<file path="config.mk">
export PLATFORM = sky130hd
export DESIGN_NAME = bcd_conv_sched
export DESIGN_NICKNAME = d
export VERILOG_FILES = /design/src/rtl/bcd_conv_sched_pkg.sv /design/src/rtl/bcd_conv_sched.sv
export SDC_FILE = /design/constraint.sdc
export NUM_CORES = 1
export LEC_CHECK = 0
export CORE_MARGIN = 2
export CORE_UTILIZATION = 45
export CTS_CLUSTER_SIZE = 24
export DETAILED_ROUTE_END_ITERATION = 7
export GPL_ROUTABILITY_DRIVEN = 0
export GPL_TIMING_DRIVEN = 0
export PLACE_DENSITY = 0.77
export SLEW_MARGIN = 10
export SYNTH_ARGS = -nofsm -noshare
export SYNTH_HDL_FRONTEND = slang
export SYNTH_SLANG_ARGS = --single-unit
</file>
<file path="constraint.sdc">
create_clock -name clk -period 2.1 [get_ports clk]
set_input_delay 0.42 -clock clk [delete_from_list [all_inputs] [get_ports clk]]
set_output_delay 0.42 -clock clk [all_outputs]
set_load 0.02 [all_outputs]
</file>
<file path="src/rtl/bcd_conv_sched_pkg.sv">
// Shared definitions for the BCD conversion scheduler: FSM encoding,
// channel indices, clamp limit and default converter latency.
package bcd_conv_sched_pkg;

  typedef enum logic [1:0] {
    ST_IDLE  = 2'd0,
    ST_ISSUE = 2'd1,
    ST_WAIT  = 2'd2,
    ST_DONE  = 2'd3
  } state_t;

  typedef logic [1:0] ch_t;

  localparam ch_t CH_SEC  = 2'd0;
  localparam ch_t CH_MIN  = 2'd1;
  localparam ch_t CH_HOUR = 2'd2;

  localparam logic [6:0] CLAMP_MAX = 7'd99;

  // 1-cycle operand latch + 8 shift cycles + 1 output register
  localparam int CNV_LAT_DEF = 10;

endpackage

</file>
<file path="src/rtl/bcd_conv_sched.sv">
// Time-shares one 2-digit binary-to-BCD converter across sec/min/hour and
// publishes a packed 24-bit BCD time word with a one-cycle valid pulse.
module bcd_conv_sched
  import bcd_conv_sched_pkg::*;
#(
  parameter int CNV_LAT = CNV_LAT_DEF
) (
  input  logic        clk,
  input  logic        rst_n,
  input  logic        upd,
  input  logic [6:0]  sec_bin,
  input  logic [6:0]  min_bin,
  input  logic [6:0]  hour_bin,
  output logic        cnv_vld,
  output logic [7:0]  cnv_bin,
  input  logic [7:0]  cnv_bcd,
  output logic [23:0] bcd_time,
  output logic        bcd_vld,
  output logic        busy,
  output logic        bcd_err
);

  localparam int WCNT_W = $clog2(CNV_LAT);

  function automatic logic [6:0] clamp(input logic [6:0] v);
    return (v > CLAMP_MAX) ? CLAMP_MAX : v;
  endfunction

  state_t              state_reg, state_next;
  ch_t                 ch_reg;
  logic [WCNT_W-1:0]   wcnt_reg;
  logic [6:0]          snap_reg      [0:2];
  logic                snap_err_reg;
  logic                pend_reg;
  logic [6:0]          pend_snap_reg [0:2];
  logic                pend_err_reg;
  logic [7:0]          result_reg    [0:1];
  logic [23:0]         bcd_time_reg;
  logic                bcd_err_reg;

  logic [6:0]          fields_in  [0:2];
  logic [6:0]          fields_clr [0:2];
  logic [2:0]          field_over;
  logic                in_err;
  logic                last_wait;

  assign fields_in[0] = sec_bin;
  assign fields_in[1] = min_bin;
  assign fields_in[2] = hour_bin;

  genvar gi;
  generate
    for (gi = 0; gi < 3; gi++) begin : g_clamp
      assign fields_clr[gi] = clamp(fields_in[gi]);
      assign field_over[gi] = (fields_in[gi] > CLAMP_MAX);
    end
  endgenerate

  assign in_err    = |field_over;
  assign last_wait = (state_reg == ST_WAIT) && (wcnt_reg == WCNT_W'(CNV_LAT - 1));

  // State register
  always_ff @(posedge clk or negedge rst_n) begin
    if (!rst_n) begin
      state_reg <= ST_IDLE;
    end else begin
      state_reg <= state_next;
    end
  end

  // Next-state logic
  always_comb begin
    state_next = state_reg;
    case (state_reg)
      ST_IDLE:  if (upd) state_next = ST_ISSUE;
      ST_ISSUE: state_next = ST_WAIT;
      ST_WAIT:  if (last_wait) state_next = (ch_reg == CH_HOUR) ? ST_DONE : ST_ISSUE;
      ST_DONE:  state_next = (upd || pend_reg) ? ST_ISSUE : ST_IDLE;
      default:  state_next = ST_IDLE;
    endcase
  end

  // Outputs decoded from registered state only
  always_comb begin
    cnv_vld = 1'b0;
    cnv_bin = 8'd0;
    bcd_vld = (state_reg == ST_DONE);
    busy    = (state_reg != ST_IDLE);
    if (state_reg == ST_ISSUE) begin
      cnv_vld = 1'b1;
      case (ch_reg)
        CH_MIN:  cnv_bin = {1'b0, snap_reg[1]};
        CH_HOUR: cnv_bin = {1'b0, snap_reg[2]};
        default: cnv_bin = {1'b0, snap_reg[0]};
      endcase
    end
  end

  assign bcd_time = bcd_time_reg;
  assign bcd_err  = bcd_err_reg;

  // Datapath: snapshots, pending request, wait counter and results
  always_ff @(posedge clk or negedge rst_n) begin
    if (!rst_n) begin
      ch_reg       <= CH_SEC;
      wcnt_reg     <= '0;
      snap_err_reg <= 1'b0;
      pend_reg     <= 1'b0;
      pend_err_reg <= 1'b0;
      bcd_time_reg <= 24'd0;
      bcd_err_reg  <= 1'b0;
      for (int i = 0; i < 3; i++) begin
        snap_reg[i]      <= '0;
        pend_snap_reg[i] <= '0;
      end
      for (int i = 0; i < 2; i++) begin
        result_reg[i] <= '0;
      end
    end else begin
      case (state_reg)
        ST_IDLE: begin
          if (upd) begin
            for (int i = 0; i < 3; i++) snap_reg[i] <= fields_clr[i];
            snap_err_reg <= in_err;
            ch_reg       <= CH_SEC;
          end
        end
        ST_ISSUE: begin
          wcnt_reg <= '0;
        end
        ST_WAIT: begin
          wcnt_reg <= wcnt_reg + WCNT_W'(1);
          if (last_wait) begin
            if (ch_reg == CH_HOUR) begin
              bcd_time_reg <= {cnv_bcd, result_reg[1], result_reg[0]};
              bcd_err_reg  <= snap_err_reg;
            end else begin
              result_reg[ch_reg[0]] <= cnv_bcd;
              ch_reg                <= ch_reg + 2'd1;
            end
          end
        end
        ST_DONE: begin
          // A request in the DONE cycle itself overrides any older pending one
          ch_reg   <= CH_SEC;
          pend_reg <= 1'b0;
          if (upd) begin
            for (int i = 0; i < 3; i++) snap_reg[i] <= fields_clr[i];
            snap_err_reg <= in_err;
          end else if (pend_reg) begin
            for (int i = 0; i < 3; i++) snap_reg[i] <= pend_snap_reg[i];
            snap_err_reg <= pend_err_reg;
          end
        end
        default: ;
      endcase

      if (upd && (state_reg == ST_ISSUE || state_reg == ST_WAIT)) begin
        for (int i = 0; i < 3; i++) pend_snap_reg[i] <= fields_clr[i];
        pend_err_reg <= in_err;
        pend_reg     <= 1'b1;
      end
    end
  end

endmodule
</file>
# == Yosys cells after proc, flatten, opt, wreduce, memory -nomap -nowiden ==
# Cells that the tools add are included.
# op_classes
n_addsub,2
multipliers,0
reduce_logical,17
div_mod_pow,0
n_bitwise,2
order_cmp,5
mux,29
eq_ne,10
n_shift,0
# ops
operator,n
$mux W21,3
$pmux W21 S2,1
$mux W7,4
$gt A7 B7 Y1 const B,3
$bwmux W16,1
$pmux W7 S2,1
$mux W2,6
$reduce_and A3 Y1,3
$demux W8 S1,1
$mux W8,1
$pmux W2 S4,1
$pmux W4 S2,1
$reduce_bool A2 Y1,4
$mux W1,7
$eq A2 B2 Y1 const B,3
$ne A2 B2 Y1 const B,3
$pmux W2 S3,1
$add A4 B1 Y4 const B,1
$eq A2 B1 Y1 const B,2
$eq A4 B4 Y1 const B,1
$reduce_and A4 Y1,1
$logic_and A1 B1 Y1,3
$ne A3 B2 Y1 const B,1
$reduce_bool A3 Y1,1
other kinds (10),11
# totals
inputBits,32
romBits,0
ramBits,0
register_bits,94
n_memories,0
latch_bits,0
output_inout_bits,36

# == Depth between registers and ports, before layout ==
# Gate-level depths: netlist (run 1).
# depth
word_depth,6
depth_mapped,8
mapped_depth_nobuf,6

# == Least setup slack after synthesis (run 1) ==
# OpenSTA, ideal clock, no wires.
# synth_timing
path_kind,register to output
start,reg ch_reg[0]
end,out cnv_bin[3]
setup_slack_ps,278
t_arrival_ps,1402
stages_incl_launch_ff,7
path_cell_list,dfrtp_1 -> inv_1 -> ha_1 -> clkbuf_1 -> nand2_1 -> o21ai_0 -> and2_1
# synth_via
elab_chain_len,3
elab_cells_between_ends,4
cone_classes,eq/ne: 2; mux: 2
# synth_lines
item,line_no,rtl
start: declaration,bcd_conv_sched.sv:30,ch_t ch_reg;
start signal: assignment,bcd_conv_sched.sv:139,ch_reg <= ch_reg + 2'd1;
$eq A2 B2 Y1 / $eq A2 B1 Y1 (equally long branches),bcd_conv_sched.sv:91,case (ch_reg)
$pmux W7 S2 (*),bcd_conv_sched.sv:91,
$mux W7 (*),bcd_conv_sched.sv:89,if (state_reg == ST_ISSUE) begin
end: declaration,bcd_conv_sched.sv:15,"output logic [7:0] cnv_bin,"
# Mark *: on every way between the ends. The rest lies on a longest branch, timed or not.

# == Worst setup path after layout (run 1) ==
# layout_timing
start,reg ch_reg[0]
end,out cnv_bin[1]
# Same word-level chain as after synthesis.

==> reports/metrics.cfg, run 1 <==
[routing]
drc = 0
ant_nets = 0
drt-pass1-iter-count = 4
vias = 2991
wl_um = 9090
via_per_inst = 5.11
drtIter0Drc = 121
wl_per_cell_um = 15.5

[pwr]
ir_worst_vdd_v = 0.000336
power.total_mw = 3.57
leakagePower_nw = 2.42
power_density_nw_per_um2 = 649

[timing]
final-setup-viol-count = 0
max_freq_mhz = 487
final_max_slew_viol_count = 0
hold_violations = 0
clock_skew_ns = 0.0109
min_period_over_period_pct = 97.8
rsz0062_at_grt = true
postLayoutSetupSlackWorst_ns = 0.0462
fin_crit_ns = 2.05

[global_route]
grt_start_max_net_pins = 61
track_usage_pct = 18.8
antenna_found_initial = 0
grt_pass1_wl_um = 15200
grt_pass1_vias = 3133
grt-ovfl-total = 0

[synth]
yosysWarnings = 0
synth_edf_count = 0
yosys-top-cells-count = dfrtp_1, mux2_2, nand2_1
synthTopCellsByArea = dfrtp_1, mux2_2, o21ai_0
seq_area_frac_synth_pct = 53.7
yosys.area.top_type = dfrtp_1
synth_seq_cells = 94
synthCells = 368
synth_top_area_share_pct = 53.7
ys_async_sr_fraction_pct = 100
synth_most_common_cell = dfrtp_1
synthDistinctLibCells = 35
netlist_area_sq_um = 4380
synthFlopType = dfrtp_1
syn_nets = 409
avgSynthCellArea_sq_um = 11.9

[layout]
multi_input_area_sq_um = 1880
register_area_sq_um = 2350
largest_reg_flops = 24
finalCoreUtilization_pct = 57.4
antenna_cells = 0
fill_cells = 813
synthToLayoutAreaGrowth_pct = 25.6
drive_gt1_share_pct = 29.9
nets = 489

[clocking]
htreeDepth = 3
cts.reportedPaths.clkPinSlew_ns = 0.09
numClockSinks = 94
cts_root_buf = clkbuf_8
cts.path.max_buffers = 2
insertion_delay_ns = 0.36
cts_tree = built
cts_made_buffers = 9
postCtsHoldBufs = 0

[floorplanning]
rows = 36
chipWidth_um = 103
start_util_pct = 45.7
dieArea_sq_um = 10500
core_sq_um = 9590
io_pins = 68
die_h_um = 103

[worst_setup_path]
end_kind = output pin
crit_type = reg -> out
arrival_ns = 1.63
critPathMaxFanout = 7
worst_setup_path_start_kind = register
required_ns = 1.68

[outcome]
outcome = completed

[flow_run]
max-cap-violations = 0

[hold_path]
min_path_type = in -> async

[place]
io_buffers = 66
place_ws_ns = -0.543
detailedPlacementHpwl_um = 6780

-- what timing repair did --
action,4_1_cts,5_1_grt
setup endpoints to repair,10,8
setup buffers,3,0
gates resized for setup,52,14
pin swaps,1,3
-- cells in the final DEF, fill, tap and decap left out, types with 2 or more instances in the layout --
cell type	netlist	layout
dfrtp_1	94	94
and2_1	9	8
buf_4	4	8
nand2b_1	2	2
nor2_1	14	14
o22ai_1	2	2
mux2_4	13	13
a22oi_2	0	7
a21oi_1	10	10
inv_1	19	18
o21ai_0	39	32
ha_1	9	6
o21ai_1	0	6
clkdlybuf4s50_1	0	55
o311a_1	3	3
ha_4	0	2
clkbuf_8	2	11
buf_6	5	9
nand3_1	11	11
clkinv_2	0	3
dlygate4sd2_1	0	3
mux2i_1	2	2
buf_2	4	6
mux2_2	61	61
nor2_2	2	2
clkbuf_1	3	2
nand2_1	40	40
-- routing by layer --
layer | GRT usage, % | vias to the layer above | share of wire (%)
li1 | - | 1431 | -
met1 | 23.3 | 1461 | 43
met2 | 33.3 | 91 | 51
met3 | 4.95 | 8 | 5.5
met4 | 3.69 | 0 | 0.77
met5 | 0 | - | 0
-- where the power goes --
group | switching (mW) | internal [mW]
registers | 0.0721 | 1.93
clock network | 0.602 | 0.541
logic | 0.196 | 0.222
-- critical path: stages (launching register included) --
cell	delay, ns
dfrtp_1	0.40
buf_4	0.15
ha_4	0.20
a22oi_2	0.15
o21ai_1	0.09
and2_1	0.15
buf_2	0.15
-- metrics by stage --
stage	setup TNS [ns]	hold WS, ns	cell area [sq um]	std cells
finish	0	0.00249	5500	585
global route	-0.225	0.0103	5500	585
CTS	0	0.00303	5460	585
detailed placement	-3.24	0.403	5230	568
global placement	-257.65	0.462	5210	567
floorplan	0	0.124	4380	368
-- layout make-up --
cell class | count | area share (%)
Sequential cell | 94 | 42.7
Multi-Input combinational cell | 237 | 34.2
Timing Repair Buffer | 70 | 12.7
Tap cell | 133 | 3.02
Buffer | 17 | 2.71
Clock buffer | 9 | 2.25
Inverter | 19 | 1.30
Clock inverter | 6 | 1.11
-- kinds of logic (layout without fill, tap and decap cells) --
| logic type | count (synthesis) | count (layout) | synth area share [%] |
|---|---|---|---|
| adders and majority gates | 9 | 9 | 2.57 |
| AOI/OAI and AO/OA | 64 | 64 | 8.31 |
| muxes | 76 | 76 | 20.6 |
| other | 1 | 1 | 0.0856 |
| buffers and inverters | 37 | 121 | 4.94 |
| DFF | 94 | 94 | 53.7 |
| and+or+nand+nor | 87 | 87 | 9.82 |
-- final timing paths --
check,cells past startpoint,start,endpoint,slack [ns]
setup / recovery,6,ch_reg[0]$_DFFE_PN0P_,cnv_bin[1],0.05
hold / removal,1,rst_n,bcd_time[21]$_DFFE_PN0P_,0.002
setup reg to reg,7,state_reg[0]$_DFFE_PN0P_,bcd_time[11]$_DFFE_PN0P_,0.14
hold reg to reg,2,pend_snap_reg[0]$_DFFE_PN0P_,pend_snap_reg[0]$_DFFE_PN0P_,0.49
max in group asynchronous,2,rst_n,snap_err_reg$_DFFE_PN0P_,1.44
min in group clk,2,pend_snap_reg[0]$_DFFE_PN0P_,pend_snap_reg[0]$_DFFE_PN0P_,0.49
No activity file was read; power rests on OpenSTA's default activity.
==> run 2: changes to the inputs <==
- CORE_UTILIZATION: 45 -> 54
- PLACE_DENSITY: 0.77 -> 0.88
- clock period: 2.1 -> 2.05 ns (I/O delays scaled with it)
==> reports/metrics.cfg, run 2 (synthesized netlist as in run 1, its figures left out) <==
[routing]
via_per_inst = 5.59  ; +9.4%
ant_nets = 0  ; unchanged
wl_um = 9750  ; +7.3%
vias = 3155  ; +5.5%
drtIter0Drc = 171  ; +41%
drt-pass1-iter-count = 4  ; unchanged
drc = 0  ; unchanged
wl_per_cell_um = 17.3  ; +11%

[floorplanning]
io_pins = 68  ; unchanged
rows = 32  ; -11%
dieArea_sq_um = 8850  ; -16%
core_sq_um = 7810  ; -19%
chipWidth_um = 94.1  ; -8.4%
die_h_um = 94.1  ; -8.4%
start_util_pct = 56.1  ; +10 points

[place]
postPlaceCellArea_sq_um = 5190  ; -0.74%
io_buffers = 66  ; unchanged
detailedPlacementHpwl_um = 6860  ; +1.2%
placed_cells = 537  ; -5.5%

[worst_setup_path]
end_kind = output pin
required_ns = 1.64  ; -0.04 ns
arrival_ns = 1.66  ; +0.03 ns
crit_type = reg -> out
slowest_delay_ns = 0.42  ; +0.02 ns
critical_path_buf_inv_count = 2  ; unchanged
crit_path_frequent_cell = buf_6
cpMaxStageDelayCell = dfrtp_1
crit_chain = buf_6 > ha_4 > a22oi_2 > o21ai_2 > and2_1 > buf_6
path_delay_family = flip-flops
critPathMaxFanout = 7  ; unchanged
worst_setup_path_start_kind = register

[layout]
register_area_sq_um = 2350  ; unchanged
fill_cells = 526  ; -35%
drive_gt1_share_pct = 34.4  ; +4.5 points
synthToLayoutAreaGrowth_pct = 28.8
largest_reg_flops = 24  ; unchanged
nets = 498  ; +1.8%
final_area_sq_um = 5640  ; +2.6%
final_cell_mix = dfrtp_1, mux2_2, clkdlybuf4s50_1, nand2_1, o21ai_0
multi_input_area_sq_um = 1920  ; +2.3%
antenna_cells = 0  ; unchanged
final_common_cell = dfrtp_1
fin_cells = 564  ; -3.6%

[clocking]
cts_made_buffers = 9  ; unchanged
cts.path.max_buffers = 2  ; unchanged
cts_tree = built
cts.reportedPaths.clkPinSlew_ns = 0.10  ; about the same
postCtsHoldBufs = 0  ; unchanged
numClockSinks = 94  ; unchanged
htreeDepth = 3  ; unchanged
cts_root_buf = clkbuf_8
insertion_delay_ns = 0.36  ; about the same

[global_route]
grt_pass1_vias = 3247  ; +3.6%
grt_pass1_wl_um = 15500  ; +2.3%
antenna_found_initial = 0  ; unchanged
grt-ovfl-total = 0  ; unchanged
grt_start_max_net_pins = 59  ; -3.3%
track_usage_pct = 22.9  ; +4.1 points

[outcome]
violations = hold timing, setup timing
outcome = finished with violations

[timing]
hold_violations = 4  ; +4
rsz0062_at_grt = true
final-setup-viol-count = 5  ; +5
clock_skew_ns = 0.0119  ; +0.00108 ns
final_max_slew_viol_count = 0  ; unchanged
fin_crit_ns = 2.07
final.setup.tns_ns = -0.0499  ; -0.0499 ns
min_period_over_period_pct = 101
postLayoutSetupSlackWorst_ns = -0.0189  ; -0.0650 ns
max_freq_mhz = 483
fin_hold_ws_ns = -0.00961  ; -0.0121 ns

[pwr]
power_density_nw_per_um2 = 691  ; +6.5%
ir_worst_vdd_v = 0.000363  ; +8.1%
leakagePower_nw = 2.51  ; +3.4%

[hold_path]
min_path_type = in -> async

[flow_run]
max-cap-violations = 0  ; unchanged

-- run 2: worst paths after layout --
check | start | cells past startpoint | to | slack, ns
hold reg to reg | pend_snap_reg[4]$_DFFE_PN0P_ | 2 | pend_snap_reg[4]$_DFFE_PN0P_ | 0.49
max in group asynchronous | rst_n | 2 | pend_snap_reg[0]$_DFFE_PN0P_ | 1.42
setup reg to reg | state_reg[0]$_DFFE_PN0P_ | 7 | bcd_time[8]$_DFFE_PN0P_ | 0.02
setup / recovery | ch_reg[0]$_DFFE_PN0P_ | 6 | cnv_bin[4] | -0.02
hold / removal | rst_n | 1 | bcd_time[18]$_DFFE_PN0P_ | -0.01
min in group clk | pend_snap_reg[4]$_DFFE_PN0P_ | 2 | pend_snap_reg[4]$_DFFE_PN0P_ | 0.49
-- run 2: where the power goes --
group	switching (mW)	internal [mW]	leakage, nW	total, mW
sequential	0.0844	1.98	1.12	2.07
clock	0.667	0.729	0.113	1.40
combinational	0.205	0.233	1.27	0.438
total	0.956	2.94	2.51	3.90
-- run 2: metal layers --
layer / vias up / global-route usage (%) / part of all wire [%]
met3: 19 / 4.90 / 4.1
met5: - / 0 / 0
li1: 1441 / - / -
met1: 1591 / 27.6 / 41
met4: 0 / 6.64 / 1.9
met2: 104 / 41.1 / 53
-- run 2: what timing repair did --
action | in CTS | in global routing
gates cloned | 1 | 0
pin swaps | 5 | 6
setup buffers | 5 | 7
resized for setup | 70 | 21
endpoints found under the setup margin | 10 | 29
-- run 2: per-stage QoR --
stage	power (mW)	setup WS (ns)	util [%]
floorplan	2.28	0.238	-
CTS	3.90	-0.0734	71.1
finish	3.90	-0.0189	72.3
global route	4.03	-0.0752	72.3
global placement	2.49	-2.70	66.2
detailed placement	2.52	-0.544	66.5
-- run 2: final cells by class --
class / instances / area share [%]
Clock inverter: 6 / 1.66
Sequential cell: 94 / 41.7
Buffer: 17 / 2.64
Timing Repair Buffer: 79 / 14.0
Inverter: 19 / 1.26
Clock buffer: 10 / 2.44
Tap cell: 102 / 2.26
Multi-Input combinational cell: 237 / 34.1
